### config.mk
export PLATFORM = sky130hd
export DESIGN_NAME = xsim_msg_deframer
export DESIGN_NICKNAME = d
export VERILOG_FILES = /design/src/rtl/xsim_msg_pkg.sv /design/src/rtl/xsim_msg_fifo.sv /design/src/rtl/xsim_msg_deframer.sv
export SDC_FILE = /design/constraint.sdc
export NUM_CORES = 1
export LEC_CHECK = 0
export CORE_MARGIN = 8
export CORE_UTILIZATION = 50
export DETAILED_ROUTE_END_ITERATION = 7
export MAX_ROUTING_LAYER = met4
export PLACE_DENSITY = 0.75
export SKIP_CTS_REPAIR_TIMING = 1
export SYNTH_ARGS = -nofsm -noshare
export SYNTH_HDL_FRONTEND = slang
export SYNTH_SLANG_ARGS = --single-unit
### constraint.sdc
create_clock -name CLK -period 3.65 [get_ports CLK]
set_input_delay 0.5475 -clock CLK [delete_from_list [all_inputs] [get_ports CLK]]
set_output_delay 0.5475 -clock CLK [all_outputs]
set_load 0.005 [all_outputs]
### src/rtl/xsim_msg_pkg.sv
// xsim_msg_pkg: shared types and header field positions for the portal message deframer
package xsim_msg_pkg;

    typedef enum logic [1:0] {HDR, PAYLOAD, DROP} msg_state_t;

    typedef struct packed {
        logic [15:0] method;
        logic [31:0] data;
        logic        first;
        logic        last;
        logic        empty;
    } msg_entry_t;

    localparam int HDR_METHOD_MSB = 31;
    localparam int HDR_METHOD_LSB = 16;
    localparam int HDR_LEN_MSB    = 15;

endpackage

### src/rtl/xsim_msg_fifo.sv
// xsim_msg_fifo: power-of-2 synchronous FIFO of message entries with registered occupancy
module xsim_msg_fifo
    import xsim_msg_pkg::*;
#(
    parameter int DEPTH = 4
) (
    input  logic       CLK,
    input  logic       RST_N,
    input  logic       push,
    input  msg_entry_t push_data,
    input  logic       pop,
    output msg_entry_t head,
    output logic       full,
    output logic       empty
);

    localparam int AW = $clog2(DEPTH);
    localparam logic [AW:0] FULL_CNT = (AW+1)'(DEPTH);

    msg_entry_t      mem [DEPTH];
    logic [AW-1:0]   wr_ptr, rd_ptr;
    logic [AW:0]     count;
    logic            do_push, do_pop;

    assign full    = count == FULL_CNT;
    assign empty   = count == '0;
    assign do_push = push && !full;
    assign do_pop  = pop && !empty;
    assign head    = empty ? '0 : mem[rd_ptr];

    // pointers wrap naturally; occupancy has one extra bit to represent full
    always_ff @(posedge CLK or negedge RST_N) begin
        if (!RST_N) begin
            wr_ptr <= '0;
            rd_ptr <= '0;
            count  <= '0;
        end else begin
            wr_ptr <= wr_ptr + AW'(do_push);
            rd_ptr <= rd_ptr + AW'(do_pop);
            count  <= count + {{AW{1'b0}}, do_push} - {{AW{1'b0}}, do_pop};
        end
    end

    // storage needs no reset: head is masked to zero while empty
    always_ff @(posedge CLK) begin
        if (do_push) mem[wr_ptr] <= push_data;
    end

endmodule

### src/rtl/xsim_msg_deframer.sv
// xsim_msg_deframer: frames a 32-bit portal beat stream into tagged messages, dropping bad methods
module xsim_msg_deframer
    import xsim_msg_pkg::*;
#(
    parameter int NUM_METHODS = 16,
    parameter int FIFO_DEPTH  = 4
) (
    input  logic        CLK,
    input  logic        RST_N,
    input  logic        in_rdy,
    input  logic [31:0] in_beat,
    output logic        in_en,
    output logic        out_valid,
    input  logic        out_ready,
    output logic [31:0] out_data,
    output logic [15:0] out_method,
    output logic        out_first,
    output logic        out_last,
    output logic        out_empty,
    output logic        err_bad_method,
    output logic [31:0] msg_count,
    output logic [15:0] drop_count
);

    msg_state_t  state, state_nxt;
    logic [15:0] method_r, method_nxt, remain_r, remain_nxt;
    logic        first_r, first_nxt;
    logic        push, full, fifo_empty, bad, inc_msg, inc_drop;
    msg_entry_t  push_entry, head;
    logic [15:0] hdr_m, hdr_len;
    logic        bad_m, short_len, last_w;

    assign hdr_m     = in_beat[HDR_METHOD_MSB:HDR_METHOD_LSB];
    assign hdr_len   = in_beat[HDR_LEN_MSB:0];
    assign bad_m     = 32'(hdr_m) >= 32'(NUM_METHODS);
    assign short_len = hdr_len <= 16'd1;
    assign last_w    = remain_r == 16'd1;

    // header parse, payload tagging and drop skipping on each accepted beat
    always_comb begin
        in_en      = in_rdy && (state == DROP || !full);
        state_nxt  = state;
        method_nxt = method_r;
        remain_nxt = remain_r;
        first_nxt  = first_r;
        push       = 1'b0;
        push_entry = '0;
        bad        = 1'b0;
        inc_msg    = 1'b0;
        inc_drop   = 1'b0;
        if (in_en) begin
            case (state)
                HDR: begin
                    if (bad_m) begin
                        bad = 1'b1;
                        if (short_len) inc_drop = 1'b1;
                        else begin
                            remain_nxt = hdr_len - 16'd1;
                            state_nxt  = DROP;
                        end
                    end else if (short_len) begin
                        push       = 1'b1;
                        push_entry = '{method: hdr_m, data: 32'd0, first: 1'b1, last: 1'b1, empty: 1'b1};
                        inc_msg    = 1'b1;
                    end else begin
                        method_nxt = hdr_m;
                        remain_nxt = hdr_len - 16'd1;
                        first_nxt  = 1'b1;
                        state_nxt  = PAYLOAD;
                    end
                end
                PAYLOAD: begin
                    push       = 1'b1;
                    push_entry = '{method: method_r, data: in_beat, first: first_r, last: last_w, empty: 1'b0};
                    first_nxt  = 1'b0;
                    remain_nxt = remain_r - 16'd1;
                    inc_msg    = last_w;
                    state_nxt  = last_w ? HDR : PAYLOAD;
                end
                DROP: begin
                    remain_nxt = remain_r - 16'd1;
                    inc_drop   = last_w;
                    state_nxt  = last_w ? HDR : DROP;
                end
                default: state_nxt = HDR;
            endcase
        end
    end

    // FSM context, error pulse and message/drop counters
    always_ff @(posedge CLK or negedge RST_N) begin
        if (!RST_N) begin
            state          <= HDR;
            method_r       <= '0;
            remain_r       <= '0;
            first_r        <= 1'b0;
            err_bad_method <= 1'b0;
            msg_count      <= '0;
            drop_count     <= '0;
        end else begin
            state          <= state_nxt;
            method_r       <= method_nxt;
            remain_r       <= remain_nxt;
            first_r        <= first_nxt;
            err_bad_method <= bad;
            msg_count      <= msg_count + 32'(inc_msg);
            drop_count     <= (inc_drop && drop_count != 16'hFFFF) ? drop_count + 16'd1 : drop_count;
        end
    end

    xsim_msg_fifo #(.DEPTH(FIFO_DEPTH)) u_fifo (
        .CLK       (CLK),
        .RST_N     (RST_N),
        .push      (push),
        .push_data (push_entry),
        .pop       (out_valid && out_ready),
        .head      (head),
        .full      (full),
        .empty     (fifo_empty)
    );

    assign out_valid  = !fifo_empty;
    assign out_data   = head.data;
    assign out_method = head.method;
    assign out_first  = head.first;
    assign out_last   = head.last;
    assign out_empty  = head.empty;

endmodule
==> metrics list, run 1 <==
- Status: complete, no violations
- Number of placement rows: 59
- Count of pins over their slew limit: 0
* Worst reg2reg endpoint: msg_count[19]$_DFF_PN0_
- Transition time at the pin with the least slew margin: 1.01 ns
- Fraction of the cycle the final worst path needs: 0.908
- Data on the critical path is required at its endpoint by 4.07 ns.
* Warnings from Yosys: 0
* Kind of capture point of the worst setup path: flip-flop
- Post-synth EDFFs: between 200 and 250
* Tot GR Track Use: 0.187
* Worst-path clk slew: ~0.060 ns
- Worst path top cell family by delay: simple AND/OR/NAND/NOR gates
- Across the run, the number of max-cap violations was 0.
- Starting DRC count in detailed routing: 534
- In this run the worst setup path terminates at msg_count[19]$_DFF_PN0_.
- Fraction of the core area covered by cells at the end of the flow: 0.630
* First element of the critical path: state[0]$_DFFE_PN0P_
- In this run the tightest slew margin relative to its limit is 0.328.
* CTS tree: built
- Final Hold Fails: 0
- Timing would allow up to approximately 0.30 GHz.
* Hold WC Path Type: in -> async
- The initial antenna violation count is 0.
- Initial Util: 0.502
* Maximum count of clock buffers along a single path: 3
* Most common flop cell mapped by yosys: edfxtp_1
- Across all register-to-register paths, the minimum setup slack is approximately 0.33 ns.
* Worst reg2reg path depth: 12
- Synthesis produced a netlist with a net count of 916.
- Worst Path Arrival: about 3.7 ns
* Slowest stage cell, crit path: nand4_1
* Antenna violation net count after detailed routing: 0
* Post-Syn Area per Cell: between 10 and 15 µm²
- Of all nets on the critical path, the largest fanout is 6.
- Number of H-tree levels: 1
- The die covers 31300 µm².
- Critical path buffer and inverter count: 2
- Drc violations: 0
- Via count of the first global-routing pass: around 8600
- The worst path needs between 3 and 4 ns of the cycle, external delays included.
- Count of nets after finishing: ~1100
- In this run the horizontal extent of the chip is around 180 µm.
- In this design, the stage delay of the slowest critical-path cell is between 0.4 and 0.5 ns.
- Commonest non-fill, non-tap cell in the layout: edfxtp_1
- From synthesis to final layout, the design area changed by 25.4%.
- The region available for standard cell placement spans about 26000 µm².
- Count of state elements after synthesis: slightly below 300
* Startpoint Class: flip-flop
* Boundary pin count: roughly 140
- The pre-antenna-repair detailed-routing pass consisted of 7 iterations.
- 0 antenna diodes ended up in the layout.
- Synthesis instantiated 61 different standard cells from the library.
- Hold is met by approximately 0.13 ns.
* Syn Std Cell Area: about 13000 µm²
* Static leakage power: approximately 6.3 nW
* Worst-Skew Late Latency: approximately 0.54 ns
* Worst reg2reg startpoint: state[0]$_DFFE_PN0P_
- The clock net in this run drives a total of 295 sinks.
- Fraction of layout instances using a drive strength above 1: 0.188
- Critical path start-end classification: reg -> reg
* Sum of overflow across all layers after global routing: 0
- CTS root buffer: clkbuf_16
- Cells taking the most area after synthesis: edfxtp_1 47%, dfrtp_1 18%, mux4_2 8.9%
- Total power for the finished layout comes to roughly 9.4 mW.
- Entering global routing, the biggest net connects 72 pins.
* First-pass GRT wire length: 45400 µm
- Fraction of synthesized cell area taken by the top area cell type: 0.474
- Power density normalized to cell area: roughly 580 nW/µm²
* Critical path cell sequence: inv_1, ha_1, nand4_1, nor3_4, o21a_1, ha_1, nand4_1, nor2_1, buf_4, and4_1, nand3_1, xnor2_1
- Routed WL per cell: roughly 20 µm
* Routed wire length: around 29000 µm
- Summed over all instances, the cell type with the most area after synthesis is edfxtp_1.
* Final setup viols: 0
- Post-DP HPWL: ~19000 µm
- For this run, asynchronously set or reset flops after synthesis account for 0.308.
- Number of buffers created by CTS: 30
- In this run the tool buffered the top-level ports with ~140 buffer cells.
- Of the synthesized area, sequential elements account for 0.650.
- Post-detailed-route via-to-cell ratio: approximately 5.6
* Vias after detailed routing: between 7000 and 8000
- On the final layout, the worst clock skew is 0.0111 ns.
- At the end of routability-driven placement, the weighted congestion stood at a little over 0.8.
- In this run the vertical extent of the chip is roughly 180 µm.
- After technology mapping, the gate count stands at approximately 860.
- The critical path crosses 12 cells after its start point.
- VDD sags by at most ~280 µV.
* Setup repair after global routing missed its margin: false
- Highest-count cells in the layout ignoring fill and taps: 204 x edfxtp_1, 136 x clkdlybuf4s50_1, 89 x dfrtp_1
[worst min-delay path by stage]
| stage | cells past startpoint | slack, ns | endpoint | start |
|---|---|---|---|---|
| 3_5_place_dp | 1 | 0.47 | method_r[10]$_DFFE_PN0P_ | method_r[10]$_DFFE_PN0P_ |
| 3_3_place_gp | 1 | 0.46 | method_r[14]$_DFFE_PN0P_ | method_r[14]$_DFFE_PN0P_ |
| 6_report | 1 | 0.13 | msg_count[20]$_DFF_PN0_ | RST_N |
| 5_1_grt | 1 | 0.20 | msg_count[20]$_DFF_PN0_ | RST_N |
| 4_1_cts | 1 | 0.17 | msg_count[22]$_DFF_PN0_ | RST_N |
| 2_1_floorplan | 0 | 0.25 | drop_count[0]$_DFFE_PN0P_ | RST_N |
[cell usage after synthesis (3+ instances only)]
cell	count
a2111oi_0	3
a2111oi_2	4
a211oi_1	5
a21boi_0	4
a21oi_1	24
a22oi_1	4
a2bb2oi_1	3
a31oi_1	3
and2b_1	9
and3_1	45
and4_1	4
buf_1	6
clkbuf_1	33
dfrtp_1	91
edfxtp_1	204
ha_1	15
inv_1	22
mux2_2	5
mux4_2	51
nand2_1	39
nand2b_1	3
nand3_1	27
nand4_1	14
nor2_1	22
nor2b_1	55
nor3_1	15
nor4_1	14
o21ai_0	13
o22ai_1	7
or2_2	4
or3_1	10
or4_1	9
xnor2_1	25
xor2_1	34
[kinds of logic (layout without fill, tap and decap cells)]
group / after synthesis / count (layout) / synth area share
DFF: 295 / 295 / 0.650
and+or+nand+nor: 286 / 286 / 0.132
AOI/OAI and AO/OA: 86 / 86 / 0.0486
buffers and inverters: 65 / 285 / 0.0204
xor gates and xnor gates: 59 / 59 / 0.0399
muxes: 57 / 57 / 0.0939
adders and majority gates: 16 / 16 / 0.0161
[metrics by stage]
| step | setup WS [ns] | area, µm² | instances | TNS [ns] |
|---|---|---|---|---|
| finish | 0.335 | 16200 | 1419 | 0 |
| global route | 0.0395 | 16200 | 1419 | 0 |
| CTS | 0.262 | 16200 | 1419 | 0 |
| detailed placement | -0.245 | 15200 | 1363 | -3.28 |
| global placement | -0.214 | 15200 | 1363 | -2.59 |
| floorplan | -0.215 | 12900 | 864 | -10.94 |
[metal layers]
layer	up-vias	global-route usage	share of wire	wire [µm]
met5	-	-	0	0
met4	0	0.0525	0.022	622
met3	45	0.0367	0.066	1900
met2	249	0.306	0.48	13800
met1	3998	0.235	0.43	12200
li1	3701	-	-	-
[power breakdown]
group	internal, mW	total (mW)	switching [mW]
registers	3.69	3.95	0.258
clock network	1.81	3.03	1.22
logic	1.34	2.40	1.06
[state kept, by name, summed over array words and instances (netlist names)]
signal	count
u_fifo.mem	204
msg_count	32
drop_count	16
method_r	16
remain_r	16
u_fifo.count	3
state	2
u_fifo.rd_ptr	2
u_fifo.wr_ptr	2
err_bad_method	1
first_r	1
[cell type report]
type	instances	area, µm²
Inverter	22	82.6
Timing Repair Buffer	207	2020
Clock inverter	12	114
Multi-Input combinational cell	504	4310
Fill cell	1865	9540
Tap cell	335	419
Sequential cell	295	8410
Clock buffer	44	880
Note: power is estimated with default switching activity, not from simulation.
==> run 2, diff against run 1 <==
Settings changed: CORE_UTILIZATION 50 to 51, GPL_TIMING_DRIVEN set to 0, PLACE_DENSITY 0.75 to 0.76.
==> run 2 against run 1 <==
Fmax down 6.4%. Critical path depth down 6. Cell count down 1.8%. Routed wire length fell by 0.78%. Critical path type is now reg -> out.
==> metrics list, run 2 (same netlist as run 1, synthesis figures left out) <==
* Layout Cell Area excl Fill: 15900 µm² (-2.3%)
- Count of TritonRoute iterations in the first routing pass: 6 (-1)
* Initial Util: 0.517 (+0.0146)
- Pin count of the biggest net entering global routing: 68 (-5.6%)
* Hold WC Path Type: in -> async
- Count of pins over their slew limit: 0 (unchanged)
* Number of antenna cells inserted: 0 (unchanged)
* Die Span Y: 175 µm (-0.90%)
- Via count of the first global-routing pass: 8181 (-4.5%)
- The first-pass GRT wire length was 44800 µm (-1.4%).
- Critical path cell sequence: or3b_2, o21ai_0, clkbuf_2, clkinvlp_4, buf_4, clkdlybuf4s50_1
- Status: complete, no violations
* Final setup viols: 0 (unchanged)
- The CTS sink count was 295 (unchanged).
- Fraction of the core area covered by cells at the end of the flow: 0.634 (+0.00370)
- The max-cap violation count came to 0 (unchanged).
- The fill cell instance count of the final layout was 1862 (-0.16%).
- Worst-path clk slew: 0.06 ns (about the same)
* Antenna violation net count after detailed routing: 0 (unchanged)
* Worst path top cell family by delay: buffers and inverters
- The final weighted congestion of routability-driven global placement is 0.871 (+5.4%).
- Tot GR Track Use: 0.186 (-0.000811)
- The worst reg2reg path depth is 13 (+1).
* CTS tree: built
- Worst reg2reg startpoint: u_fifo.count[1]$_DFF_PN0_
* Total power of the final layout: 9.15 mW (-2.4%)
- Critical path buffer and inverter count: 4 (+2)
- Die outline width: 175 µm (-0.90%)
* Final Skew: 0.0112 ns (+0.000177 ns)
- Static leakage power: 6.01 nW (-4.6%)
- Maximum count of clock buffers along a single path: 3 (unchanged)
- Final Hold Fails: 0 (unchanged)
- Worst reg2reg endpoint: msg_count[22]$_DFF_PN0_
- The core outline area is 25000 µm² (-2.8%).
- The share of the cycle needed by the critical path after routing came to 0.971 (+0.0624).
* R2R setup slack: 0.35 ns (+0.02 ns)
* Post-detailed-route via-to-cell ratio: 5.76 (+2.3%)
* Layout overhead on the synthesized area: 22.6%
- The arrival time of the worst setup path was 3.00 ns (-0.74 ns).
- Number of buffers created by CTS: 29 (-3.3%)
- Reg with most FFs: u_fifo.mem
- The cell sitting at the root of the clock tree is a clkbuf_16.
- Max Freq: 0.282 GHz (-6.4%)
- The post-detailed-route wirelength per cell was 20.3 µm (+1.1%).
* Count of cell instances traversed by the critical path: 6 (-6)
* Die area: 30700 µm² (-1.8%)
- Largest stage delay on the critical path: 0.56 ns (+0.14 ns)
- Minimum clock period: 3.54 ns (+0.228 ns)
- Fraction of layout instances using a drive strength above 1: 0.149 (-0.0396)
* Footprint of the multi-input gates: 4380 µm² (+1.8%)
- By startpoint and endpoint, the worst setup path is classified as reg -> out.
- The count of H-tree levels built during CTS is 1 (unchanged).
- Transition time at the pin with the least slew margin: 0.964 ns (-0.0445 ns)
- The placed standard-cell area was 14800 µm² (-2.8%).
- The total congestion overflow after global routing came to 0 (unchanged).
- Count of nets after finishing: 1095 (-1.5%)
- Power density normalized to cell area: 577 nW/µm² (-0.12%)
* Worst-Skew Late Latency: 0.55 ns (about the same)
- Starting DRC count in detailed routing: 621 (+16%)
- Slowest stage cell, crit path: or3b_2
- The largest registers in the layout are u_fifo.mem x204, msg_count x32.
- The register cell area after layout is 8400 µm² (about the same).
- Number of placement rows: 58 (-1.7%)
- Peak fanout along the critical path: 10 (+4)
* Number of placed instances with taps included: 1335 (-2.1%)
* Boundary pin count: 138 (unchanged)
- The remaining design rule violation count is 0 (unchanged).
- Max-slew headroom: 0.352 (+0.0237)
- Maximum vdd ir drop: 358 µV (+27%)
- The worst setup path is captured at an output port.
- Highest-count cells in the layout ignoring fill and taps: 204 x edfxtp_1, 135 x clkdlybuf4s50_1, 91 x dfrtp_1
- Total of buffers placed on input and output ports: 137 (unchanged)
- The overall via count from detail_route was 8025 (+0.40%).
- Initial antenna violation count: 0 (unchanged)
* Required time of the critical path: 3.10 ns (-0.97 ns)
* Commonest non-fill, non-tap cell in the layout: edfxtp_1
- The flip-flop count of the largest register after layout was 204 (unchanged).
- The worst setup path is launched from a flip-flop.
* Post-DP HPWL: 18700 µm (+0.36%)
* Routed wire length: 28300 µm (-0.78%)
* Finished Layout Cells: 1393 (-1.8%)
run 2: worst max path at each step:
stage,startpoint,end,slack [ns]
floorplan,in_beat[6],u_fifo.mem[0][0]$_DFFE_PP_,-0.21
global placement,in_beat[30],u_fifo.mem[0][14]$_DFFE_PP_,-2.01
detailed placement,in_beat[31],msg_count[26]$_DFF_PN0_,-1.16
CTS,in_beat[31],msg_count[26]$_DFF_PN0_,-0.62
global route,u_fifo.count[1]$_DFF_PN0_,in_en,-0.006
finish,u_fifo.count[1]$_DFF_PN0_,in_en,0.11
run 2: per-layer routing:
metal	share of wire	GRT usage
met5	0	-
met4	0.020	0.0484
met3	0.067	0.0374
met2	0.48	0.301
met1	0.43	0.240
run 2: layout make-up:
| class | count | share of cell area |
|---|---|---|
| Clock buffer | 40 | 0.0496 |
| Timing Repair Buffer | 149 | 0.0958 |
| Multi-Input combinational cell | 504 | 0.276 |
| Inverter | 22 | 0.00544 |
| Tap cell | 330 | 0.0260 |
| Sequential cell | 295 | 0.530 |
| Clock inverter | 11 | 0.00536 |
| Buffer | 42 | 0.0117 |
run 2: through the flow:
step	hold slack, ns	setup slack, ns	setup TNS [ns]
floorplan	0.252	-0.215	-10.94
global placement	0.461	-2.01	-412.03
detailed placement	0.467	-1.16	-199.55
CTS	-0.0993	-0.618	-81.71
global route	0.492	-0.00638	-0.00638
finish	0.465	0.107	0
run 2: report_power, final:
part | switching, mW | internal [mW]
Combinational | 1.19 | 1.32
Clock | 1.22 | 1.57
Sequential | 0.168 | 3.68
Total | 2.58 | 6.58
